==> src/rtl/palette_port_arbiter.sv <==
// Two-way arbiter for palette RAM port B: render has fixed priority, host forced through after MAX_STARVE denials.
// Grants are combinational, read valids return RD_LATENCY cycles after grant; requesters hold until granted.
module palette_port_arbiter #(
    parameter int RD_LATENCY = 1,
    parameter int MAX_STARVE = 4
) (
    input  logic        clk,
    input  logic        rst_n,
    input  logic        rend_req,
    input  logic [9:0]  rend_addr,
    output logic        rend_gnt,
    output logic        rend_rvalid,
    output logic [31:0] rend_rdata,
    input  logic        host_valid,
    input  logic        host_we,
    input  logic [9:0]  host_addr,
    input  logic [31:0] host_wdata,
    output logic        host_ready,
    output logic        host_rvalid,
    output logic [31:0] host_rdata,
    output logic [9:0]  ram_addr,
    output logic [31:0] ram_wdata,
    output logic        ram_wren,
    input  logic [31:0] ram_q
);

    localparam logic [3:0] STARVE_MAX = 4'(MAX_STARVE);

    logic [3:0]            starve_cnt;
    logic                  force_host;
    logic                  host_acc;
    logic                  rend_acc;
    logic [RD_LATENCY-1:0] rend_pipe;
    logic [RD_LATENCY-1:0] host_pipe;

    // Grants are masked by rst_n so nothing reaches the RAM while in reset.
    always_comb begin
        force_host = host_valid && (starve_cnt == STARVE_MAX);
        host_acc   = rst_n && host_valid && (force_host || !rend_req);
        rend_acc   = rst_n && rend_req && !host_acc;
    end

    assign host_ready = host_acc;
    assign rend_gnt   = rend_acc;

    always_comb begin
        ram_addr  = '0;
        ram_wdata = '0;
        ram_wren  = 1'b0;
        if (host_acc) begin
            ram_addr  = host_addr;
            ram_wdata = host_wdata;
            ram_wren  = host_we;
        end else if (rend_acc) begin
            ram_addr = rend_addr;
        end
    end

    always_ff @(posedge clk) begin
        if (!rst_n) begin
            starve_cnt <= '0;
            rend_pipe  <= '0;
            host_pipe  <= '0;
        end else begin
            if (!host_valid || host_acc) begin
                starve_cnt <= '0;
            end else if (rend_acc && (starve_cnt != STARVE_MAX)) begin
                starve_cnt <= starve_cnt + 4'd1;
            end
            rend_pipe[0] <= rend_acc;
            host_pipe[0] <= host_acc && !host_we;
            for (int i = 1; i < RD_LATENCY; i++) begin
                rend_pipe[i] <= rend_pipe[i-1];
                host_pipe[i] <= host_pipe[i-1];
            end
        end
    end

    // Data is a shared passthrough; each side trusts only its own valid.
    assign rend_rvalid = rst_n && rend_pipe[RD_LATENCY-1];
    assign host_rvalid = rst_n && host_pipe[RD_LATENCY-1];
    assign rend_rdata  = ram_q;
    assign host_rdata  = ram_q;

endmodule

==> config.mk <==
export PLATFORM = sky130hd
export DESIGN_NAME = palette_port_arbiter
export DESIGN_NICKNAME = d
export VERILOG_FILES = /design/src/rtl/palette_port_arbiter.sv
export SDC_FILE = /design/constraint.sdc
export NUM_CORES = 1
export LEC_CHECK = 0
export ABC_AREA = 1
export BUFFER_PORTS_ARGS = -buffer_cell sky130_fd_sc_hd__buf_4
export CORE_AREA = 2 2 78 80
export DETAILED_ROUTE_END_ITERATION = 8
export DIE_AREA = 0 0 80 82
export GPL_ROUTABILITY_DRIVEN = 0
export MAX_ROUTING_LAYER = met4
export PLACE_DENSITY = 0.66
export SETUP_SLACK_MARGIN = 0.3
export SLEW_MARGIN = 20
export SYNTH_ARGS = -nofsm -noshare
export SYNTH_HDL_FRONTEND = slang
export SYNTH_SLANG_ARGS = --single-unit
export TNS_END_PERCENT = 30
==> constraint.sdc <==
create_clock -name clk -period 3.5 [get_ports clk]
set_clock_uncertainty 0.05 [all_clocks]
set_input_delay 0.35 -clock clk [delete_from_list [all_inputs] [get_ports clk]]
set_output_delay 0.35 -clock clk [all_outputs]
set_load 0.03 [all_outputs]
Word-level counts from Yosys, hierarchy flattened. Cells that the tools add are included.

Flip-flop bits (word level): 6. Bits in latches: 0. Bits in writable memories: 0. Bits in read-only memories: 0. Output and inout port bits: 111. Word-level logic and storage cells: 27. Memories: 0.

$add $sub $neg: 1. Multipliers: 0. Divide/modulo/power cells: 0. Magnitude comparators: 0. Equality and inequality tests: 2. Shift operators: 0. Multiplexer cells: 4. Bitwise logic cells: 1. Reduce and logical (&&, ||, !) cells: 16.

Operators with widths (count): $mux W32 (1); $mux W10 (2); $logic_and A1 B1 Y1 (9); $add A4 B1 Y4 const B (1); $eq A4 B3 Y1 const B (1); $logic_not A1 Y1 (4); $ne A4 B3 Y1 const B (1); $logic_or A1 B1 Y1 (2); $reduce_or A2 Y1 (1); $mux W1 (1); $not A1 Y1 (1).

Logic depth before layout (Yosys ltp). Gate-level depths: netlist of run 1.

Word-level depth: 8. Depth in mapped cells: 8. Depth with buffers taken out: 7.

Worst setup path before layout of run 1. No wires, ideal clock.

Path kind: reg-to-output. Start: register starve_cnt[0]. End: output ram_wdata[0]. Arrival: 1.391 ns. Data required time: 3.100 ns. Path slack: 1.709 ns. Stages on the path, launching flop included: 8. Buffers on the path: 1. Path through: dfxtp_1 > inv_1 > ha_1 > nand3_2 > nand2_1 > nand2_4 > clkbuf_8 > nor2_1.

Cells in the longest elaborated chain, start to end: 5.

Ends and longest elaborated chain: start: declaration (RTL line 29) `logic [3:0] starve_cnt;`; start signal: assignment (RTL line 68) `starve_cnt <= starve_cnt + 4'd1;`; $eq A4 B3 Y1 (RTL line 38) `force_host = host_valid && (starve_cnt == STARVE_MAX);`; $logic_and A1 B1 Y1 (RTL line 38); $logic_or A1 B1 Y1 (RTL line 39) `host_acc = rst_n && host_valid && (force_host || !rend_req);`; $logic_and A1 B1 Y1 (RTL line 39); $mux W32 (RTL line 50) `if (host_acc) begin`; end: declaration (RTL line 22) `output logic [31:0] ram_wdata,`.

No other way between the ends.

Final worst setup path of run 1.
Start: register starve_cnt[0]. End: output ram_addr[0].

Cells in the longest elaborated chain, start to end: 8.

Ends and longest elaborated chain: $eq A4 B3 Y1 * (RTL line 38); $logic_and A1 B1 Y1 * (RTL line 38); $logic_or A1 B1 Y1 * (RTL line 39); $logic_and A1 B1 Y1 * (RTL line 39); $logic_not A1 Y1 (RTL line 40) `rend_acc = rst_n && rend_req && !host_acc;`; $logic_and A1 B1 Y1 (RTL line 40); $mux W10 (RTL line 54) `end else if (rend_acc) begin`; $mux W10 * (RTL line 50); end: declaration (RTL line 21) `output logic [9:0] ram_addr,`.

Every way passes the cells marked *; elsewhere a longest branch is shown, timed or not.

==> flow_summary_export.csv, run 1 <==
group,metric,value,unit
logic_synthesis,synth_edf_count,0,
final_layout,area_delta_synth_final,30.06,%
global_routing,grtUsageMet3,4.286,%
clock_tree,hold_buffers,0,
logic_synthesis,ys_ff_latch,6,
power,cellPowerDensity,206.2,mW/mm^2
outcome,status,"complete, no violations",
worst_setup_path,path_depth,8,
logic_synthesis,ys_warn_count,0,
min_path,worstHoldPathCells,2,
power,p_sw,108.5,uW
detailed_routing,dr.pass1.iters,4,
worst_setup_path,slowest_stage,"dfxtp_1",
detailed_routing,routed_wl,3088,um
global_routing,globalRoute.totalOverflow,0,
floorplanning,dieWidth,80,um
logic_synthesis,synth-main-ff-cell,"dfxtp_1",
logic_synthesis,synth_area_leaders,"buf_4 40%, nor2_1 13%, inv_1 13%",
sta,maxSlewHeadroom,62.00,%
worst_setup_path,critical-path-top-delay-family,"simple AND/OR/NAND/NOR gates",
power,p_seq_share,21.9,%
worst_setup_path,critPathBufInv,2,
power,p_clk_share,32.1,%
placement,placed_cells,315,
sta,min_period_over_period,61.73,%
final_layout,final_nets,336,
clock_tree,cts_max_level,1,
logic_synthesis,synthTopCellsByCount,"64 x buf_4, 43 x nor2_1, 41 x inv_1",
final_layout,utilization,27.42,%
worst_setup_path,path_class,"flip-flop to output pin",
global_routing,grt_max_degree,45,
sta,fin_setup_tns,0,ns
final_layout,fill_cells,659,
power,total_power,324.8,uW
final_layout,diodes,0,
clock_tree,clkTransAtPathRegs,0.04,ns
worst_setup_path,cp.required,3.10,ns
logic_synthesis,syn_avg_cell_area,5.879,sq um
floorplanning,io_pins,200,
clock_tree,cts_root_buf,"clkbuf_8",
sta,final-setup-viol-count,0,
final_layout,fin_area,0.001575,sq mm
clock_tree,cts_setup_buffers,0,
final_layout,instances_no_fill,318,
sta,setup_ws,1.339,ns
clock_tree,ctsLongestPathBuffers,2,
floorplanning,dieArea,0.006560,sq mm
floorplanning,floorplan.initialDensity,21.08,%
min_path,hold_class,"primary input to flip-flop",
power,internal-power,216.3,uW
final_layout,drive_above_1_share,44.86,%
clock_tree,insertion_delay,0.22,ns
job,cap_violations,0,
clock_tree,ctsResizeCount,0,
detailed_routing,viasPerCell,3.701,
floorplanning,core,0.005746,sq mm
detailed_routing,drtAntennaViolNets,0,
worst_setup_path,cpMostUsedCell,"nand2_1",
global_routing,top_usage_layer,"met2",
logic_synthesis,syn_inst,206,
placement,post-dp-hpwl,2573,um
worst_setup_path,max_stage_delay,0.36,ns
placement,io_buffers,103,
sta,drv_slew,0,
floorplanning,die_h,82,um
clock_tree,cts_tree,"yes",
global_routing,grt_use_total,8.599,%
sta,hold_ws,0.2383,ns
logic_synthesis,synthDominantCellAreaShare,39.67,%
worst_setup_path,critPathLaunchType,"flip-flop",
global_routing,grt_pass1_wl,4388,um
logic_synthesis,ys_seq_area_share,9.917,%
clock_tree,cts_made_buffers,3,
logic_synthesis,synth_top_cell_by_area,"buf_4",
global_routing,antenna_found_initial,0,
worst_setup_path,critPathArrivalTime,1.76,ns
global_routing,met2_usage,13.08,%
worst_setup_path,cp_cell_sequence,"inv_1 > ha_1 > nand3_2 > nand2_1 > nand2_4 > nand3_1 > nand2_1 > buf_4",
sta,worst_pin_slew,0.5700,ns
worst_setup_path,critPathCaptureType,"output pin",
sta,hold_viol_final,0,
logic_synthesis,syn_nets,297,
detailed_routing,num_vias,1177,
logic_synthesis,synth.distinct_cells,14,
power,peakVddDrop,153.5,uV
placement,pre_cts_ws,1.522,ns
detailed_routing,drt_iter0_drc,9,
sta,max_clock_freq,462.9,MHz
power,leakage,1.019,nW
worst_setup_path,reg2reg_setup_slack,2.09,ns
global_routing,grt_pass1_vias,1033,
power,swShare,33.40,%
logic_synthesis,synth.cell_area,0.001211,sq mm
detailed_routing,route.detailed.drc,0,
power,comb_power_share,46.0,%
worst_setup_path,r2r_cells,6,
clock_tree,cts.sinks,6,
logic_synthesis,synth.most_common_cell,"buf_4",
floorplanning,fp-row-count,28,
global_routing,use_met1,8.871,%
logic_synthesis,synthArstFlopShare,0,%
placement,placed_area,0.001534,sq mm
worst_setup_path,critPathMaxFanout,44,
detailed_routing,wl_per_cell,9.711,um
sta,fin_crit,2.161,ns
sta,rsz0062_at_grt,"false",
==> final cells by class <==
class	count	area (sq um)	share of cell area, %
flip-flops and latches	6	120.1	7.625
clock buffers	3	41.29	2.621
well taps	75	93.84	5.957
multi-input cells	89	389.1	24.70
inverters	42	157.7	10.01
repair buffers	103	773.2	49.09
==> cells in the final DEF (no fill, tap or decap), drive strengths merged <==
cell type and count:
ha 2, clkinv 1, a21oi 1, nor2 43, buf 103, inv 41
clkbuf 3, dfxtp 6, nand3 12, xnor2 1, nand2 30
==> routing by layer <==
layer	routed length, um	up-vias	part of all wire, %
li1	-	596	-
met1	1108	466	36
met2	1391	99	45
met3	471	16	15
met4	117	0	3.8
met5	0	-	0
==> cells by family after synthesis <==
kind of cell	synth area share, %
flip-flops	9.918
AO/OA/AOI/OAI	0.7233
buffers and inverters	57.95
XOR/XNOR	0.7233
adder cells (fa/ha/maj)	2.066
AND/OR/NAND/NOR	28.61
==> power groups by stage <==
stage                     sequential (mW)  combinational [mW]  clock (mW)
after global placement             0.0721               0.149           0
after floorplan                    0.0720               0.211           0
after detailed placement           0.0722               0.151           0
final                              0.0712               0.149       0.104
after global routing               0.0713               0.162       0.110
after CTS                          0.0712               0.151       0.108
==> worst reg2reg max path, cell delays in order, from the launching register on <==
cell	delay, ns
dfxtp_1	0.36
inv_1	0.06
ha_1	0.21
nand3_2	0.09
nand2_1	0.10
nand2_4	0.34
nor2_1	0.07
==> path summary, 6_finish.rpt <==
check,from,endpoint
hold / removal,host_we,host_pipe
setup reg to reg,starve_cnt[0],host_pipe
hold reg to reg,starve_cnt[0],starve_cnt[0]
setup / recovery,starve_cnt[0],ram_addr[0]
==> flip-flops by register name, indices dropped and copies added, names as in the netlist <==
register,flops
rend_pipe,1
starve_cnt,4
host_pipe,1
(Power assumes the default switching activity.)
==> run 2, diff against run 1 <==
- ABC_AREA: 1 -> 0
- PLACE_DENSITY: 0.66 -> 0.65
- clock period: 3.5 -> 2.2 ns (I/O delays scaled with it)
==> run 2 against run 1 <==
Against the previous run:
- count of clock-buffer cells in the layout stayed put
- wire length is 6.0% higher
- via count shrank 16%
- cell area about the same
- hold slack got worse by 0.0068 ns
- largest cell class unchanged
- first-iteration DRC count rose to 4.1 times the previous value
- sequential power increased by 59%
- final cell count down 19%
- clock power increased by 59%
- flip-flop and latch count unchanged
==> flow_summary_export.csv, run 2 <==
group,metric,value,unit
clock_tree,cts_max_level,1,
power,cellPowerDensity,330.9,mW/mm^2
global_routing,grt_max_degree,36,
logic_synthesis,ys_ff_latch,6,
logic_synthesis,syn_nets,232,
floorplanning,fp-row-count,28,
floorplanning,core,0.005746,sq mm
final_layout,final_nets,276,
detailed_routing,viasPerCell,3.845,
worst_setup_path,endpoint,"ram_wdata[18]",
global_routing,grt_use_total,8.432,%
logic_synthesis,synth.cell_area,0.001117,sq mm
clock_tree,cts_made_buffers,3,
placement,placed_area,0.001474,sq mm
detailed_routing,wl_per_cell,12.69,um
sta,maxSlewHeadroom,86.91,%
final_layout,drive_above_1_share,64.48,%
final_layout,top_regs,"starve_cnt x4, host_pipe x1, rend_pipe x1",
sta,min_period_over_period,85.36,%
logic_synthesis,synth_top_cell_by_area,"buf_4",
detailed_routing,dr.pass1.iters,4,
logic_synthesis,synth.most_common_cell,"buf_4",
job,cap_violations,0,
logic_synthesis,synthDominantCellAreaShare,43.00,%
floorplanning,io_pins,200,
global_routing,grt_pass1_wl,4015,um
logic_synthesis,synth_area_leaders,"buf_4 43%, and2_1 20%, dfxtp_1 11%",
sta,worst_pin_slew,0.1960,ns
detailed_routing,drtAntennaViolNets,0,
final_layout,final_common_cell,"buf_4",
clock_tree,insertion_delay,0.22,ns
power,leakage,0.8385,nW
power,total_power,521.7,uW
clock_tree,cts_tree,"yes",
worst_setup_path,cp.required,1.93,ns
power,peakVddDrop,133.4,uV
logic_synthesis,syn_inst,141,
logic_synthesis,synthArstFlopShare,0,%
final_layout,largest_register_ffs,4,
clock_tree,hold_buffers,0,
worst_setup_path,worstSetupStartpoint,"starve_cnt[0]",
logic_synthesis,synth-main-ff-cell,"dfxtp_1",
sta,drv_slew,0,
outcome,status,"complete, no violations",
floorplanning,dieArea,0.006560,sq mm
detailed_routing,routed_wl,3274,um
logic_synthesis,synthTopCellsByCount,"64 x buf_4, 35 x and2_1, 10 x a22o_1",
worst_setup_path,r2r_cells,6,
logic_synthesis,ys_warn_count,0,
worst_setup_path,path_class,"flip-flop to output pin",
floorplanning,die_h,82,um
clock_tree,ctsLongestPathBuffers,2,
final_layout,area_delta_synth_final,41.10,%
global_routing,globalRoute.totalOverflow,0,
worst_setup_path,critPathMaxFanout,35,
final_layout,fin_area,0.001577,sq mm
worst_setup_path,r2r-end,"host_pipe",
global_routing,antenna_found_initial,0,
floorplanning,floorplan.initialDensity,19.45,%
sta,rsz0062_at_grt,"true",
final_layout,top_register,"starve_cnt",
sta,hold_viol_final,0,
final_layout,diodes,0,
worst_setup_path,reg2reg_setup_slack,0.97,ns
sta,max_clock_freq,532.5,MHz
sta,final-setup-viol-count,0,
logic_synthesis,ys_seq_area_share,10.75,%
placement,io_buffers,103,
min_path,hold_class,"primary input to flip-flop",
logic_synthesis,synth.distinct_cells,19,
worst_setup_path,rr_startpoint,"starve_cnt[0]",
worst_setup_path,critPathLaunchType,"flip-flop",
placement,post-dp-hpwl,2674,um
worst_setup_path,critPathCaptureType,"output pin",
clock_tree,cts_root_buf,"clkbuf_8",
clock_tree,cts.sinks,6,
min_path,hold_start,"host_we",
detailed_routing,drt_iter0_drc,37,
final_layout,layout_common_cells,"104 x buf_4, 35 x and2_1, 10 x a22o_1",
placement,pre_cts_ws,0.3174,ns
floorplanning,dieWidth,80,um
detailed_routing,route.detailed.drc,0,
detailed_routing,num_vias,992,
sta,fin_crit,1.878,ns
sta,fin_setup_tns,0,ns
logic_synthesis,syn_avg_cell_area,7.924,sq um
logic_synthesis,synth_edf_count,0,
sta,setup_ws,0.3221,ns
global_routing,grt_pass1_vias,819,
clock_tree,clkTransAtPathRegs,0.04,ns
worst_setup_path,critPathArrivalTime,1.61,ns
final_layout,utilization,27.44,%
## run 2: cell count changes in the layout (fill, tap and decap cells not counted), sizes merged, moves of 3 or more
cell	change
nor2	-39
inv	-37
and2	+35
nand2	-29
nand3	-11
a22o	+10
buf	+4
o211a	+3
## run 2: how the worst min path moves through the flow
stage	cells past startpoint	to
after floorplan	1	rend_pipe
after global placement	0	host_rdata[22]
after detailed placement	0	host_rdata[22]
after CTS	2	rend_pipe
after global routing	2	rend_pipe
final	2	host_pipe
## run 2: kinds of logic after synthesis
family	after synthesis	share of synthesized area, %
AND/OR/NAND/NOR	45	25.42
flip-flops	6	10.75
adder cells (fa/ha/maj)	2	2.239
buffers and inverters	73	48.82
multiplexers	1	0.8959
AO/OA/AOI/OAI	13	11.09
XOR/XNOR	1	0.7840
## run 2: timing repair
item / in CTS / in global routing
gates cloned: 0 / 1
pin swaps: 1 / 1
endpoints found under the setup margin: 45 / 39
setup buffers: 2 / 1
resized for setup: 4 / 5
## run 2: critical path, stage by stage (launching register included)
cell and delay (ns):
dfxtp_2 0.33, inv_2 0.07, ha_4 0.14, nand3b_4 0.12, a21oi_4 0.20, buf_12 0.19
and2_1 0.16, buf_4 0.16
## run 2: metal layers
metal | vias up | part of all wire (%) | track usage, % | routed length, um
met5 | - | 0 | - | 0
li1 | 470 | - | - | -
met4 | 0 | 2.7 | 4.237 | 89
met2 | 74 | 51 | 14.17 | 1682
met3 | 17 | 11 | 2.857 | 347
met1 | 431 | 35 | 8.866 | 1154
## run 2: final cells by class
type / count / area, sq um
well taps: 75 / 93.84
inverters: 4 / 15.01
multi-input cells: 63 / 481.7
flip-flops and latches: 6 / 121.4
fillers: 630 / 4169
clock buffers: 3 / 41.29
repair buffers: 107 / 823.3
## run 2: per-stage QoR
stage	hold slack, ns	std cells
after floorplan	0.3034	141
after detailed placement	0.3903	251
final	0.2315	258
after global routing	0.2336	258
after global placement	0.3903	251
after CTS	0.2197	256
## run 2: where the power goes
group	internal [mW]	leakage, nW	switching [mW]
logic	0.128	0.768	0.115
registers	0.112	0.0492	0.00127
clock network	0.118	0.0216	0.0477
total	0.358	0.839	0.164
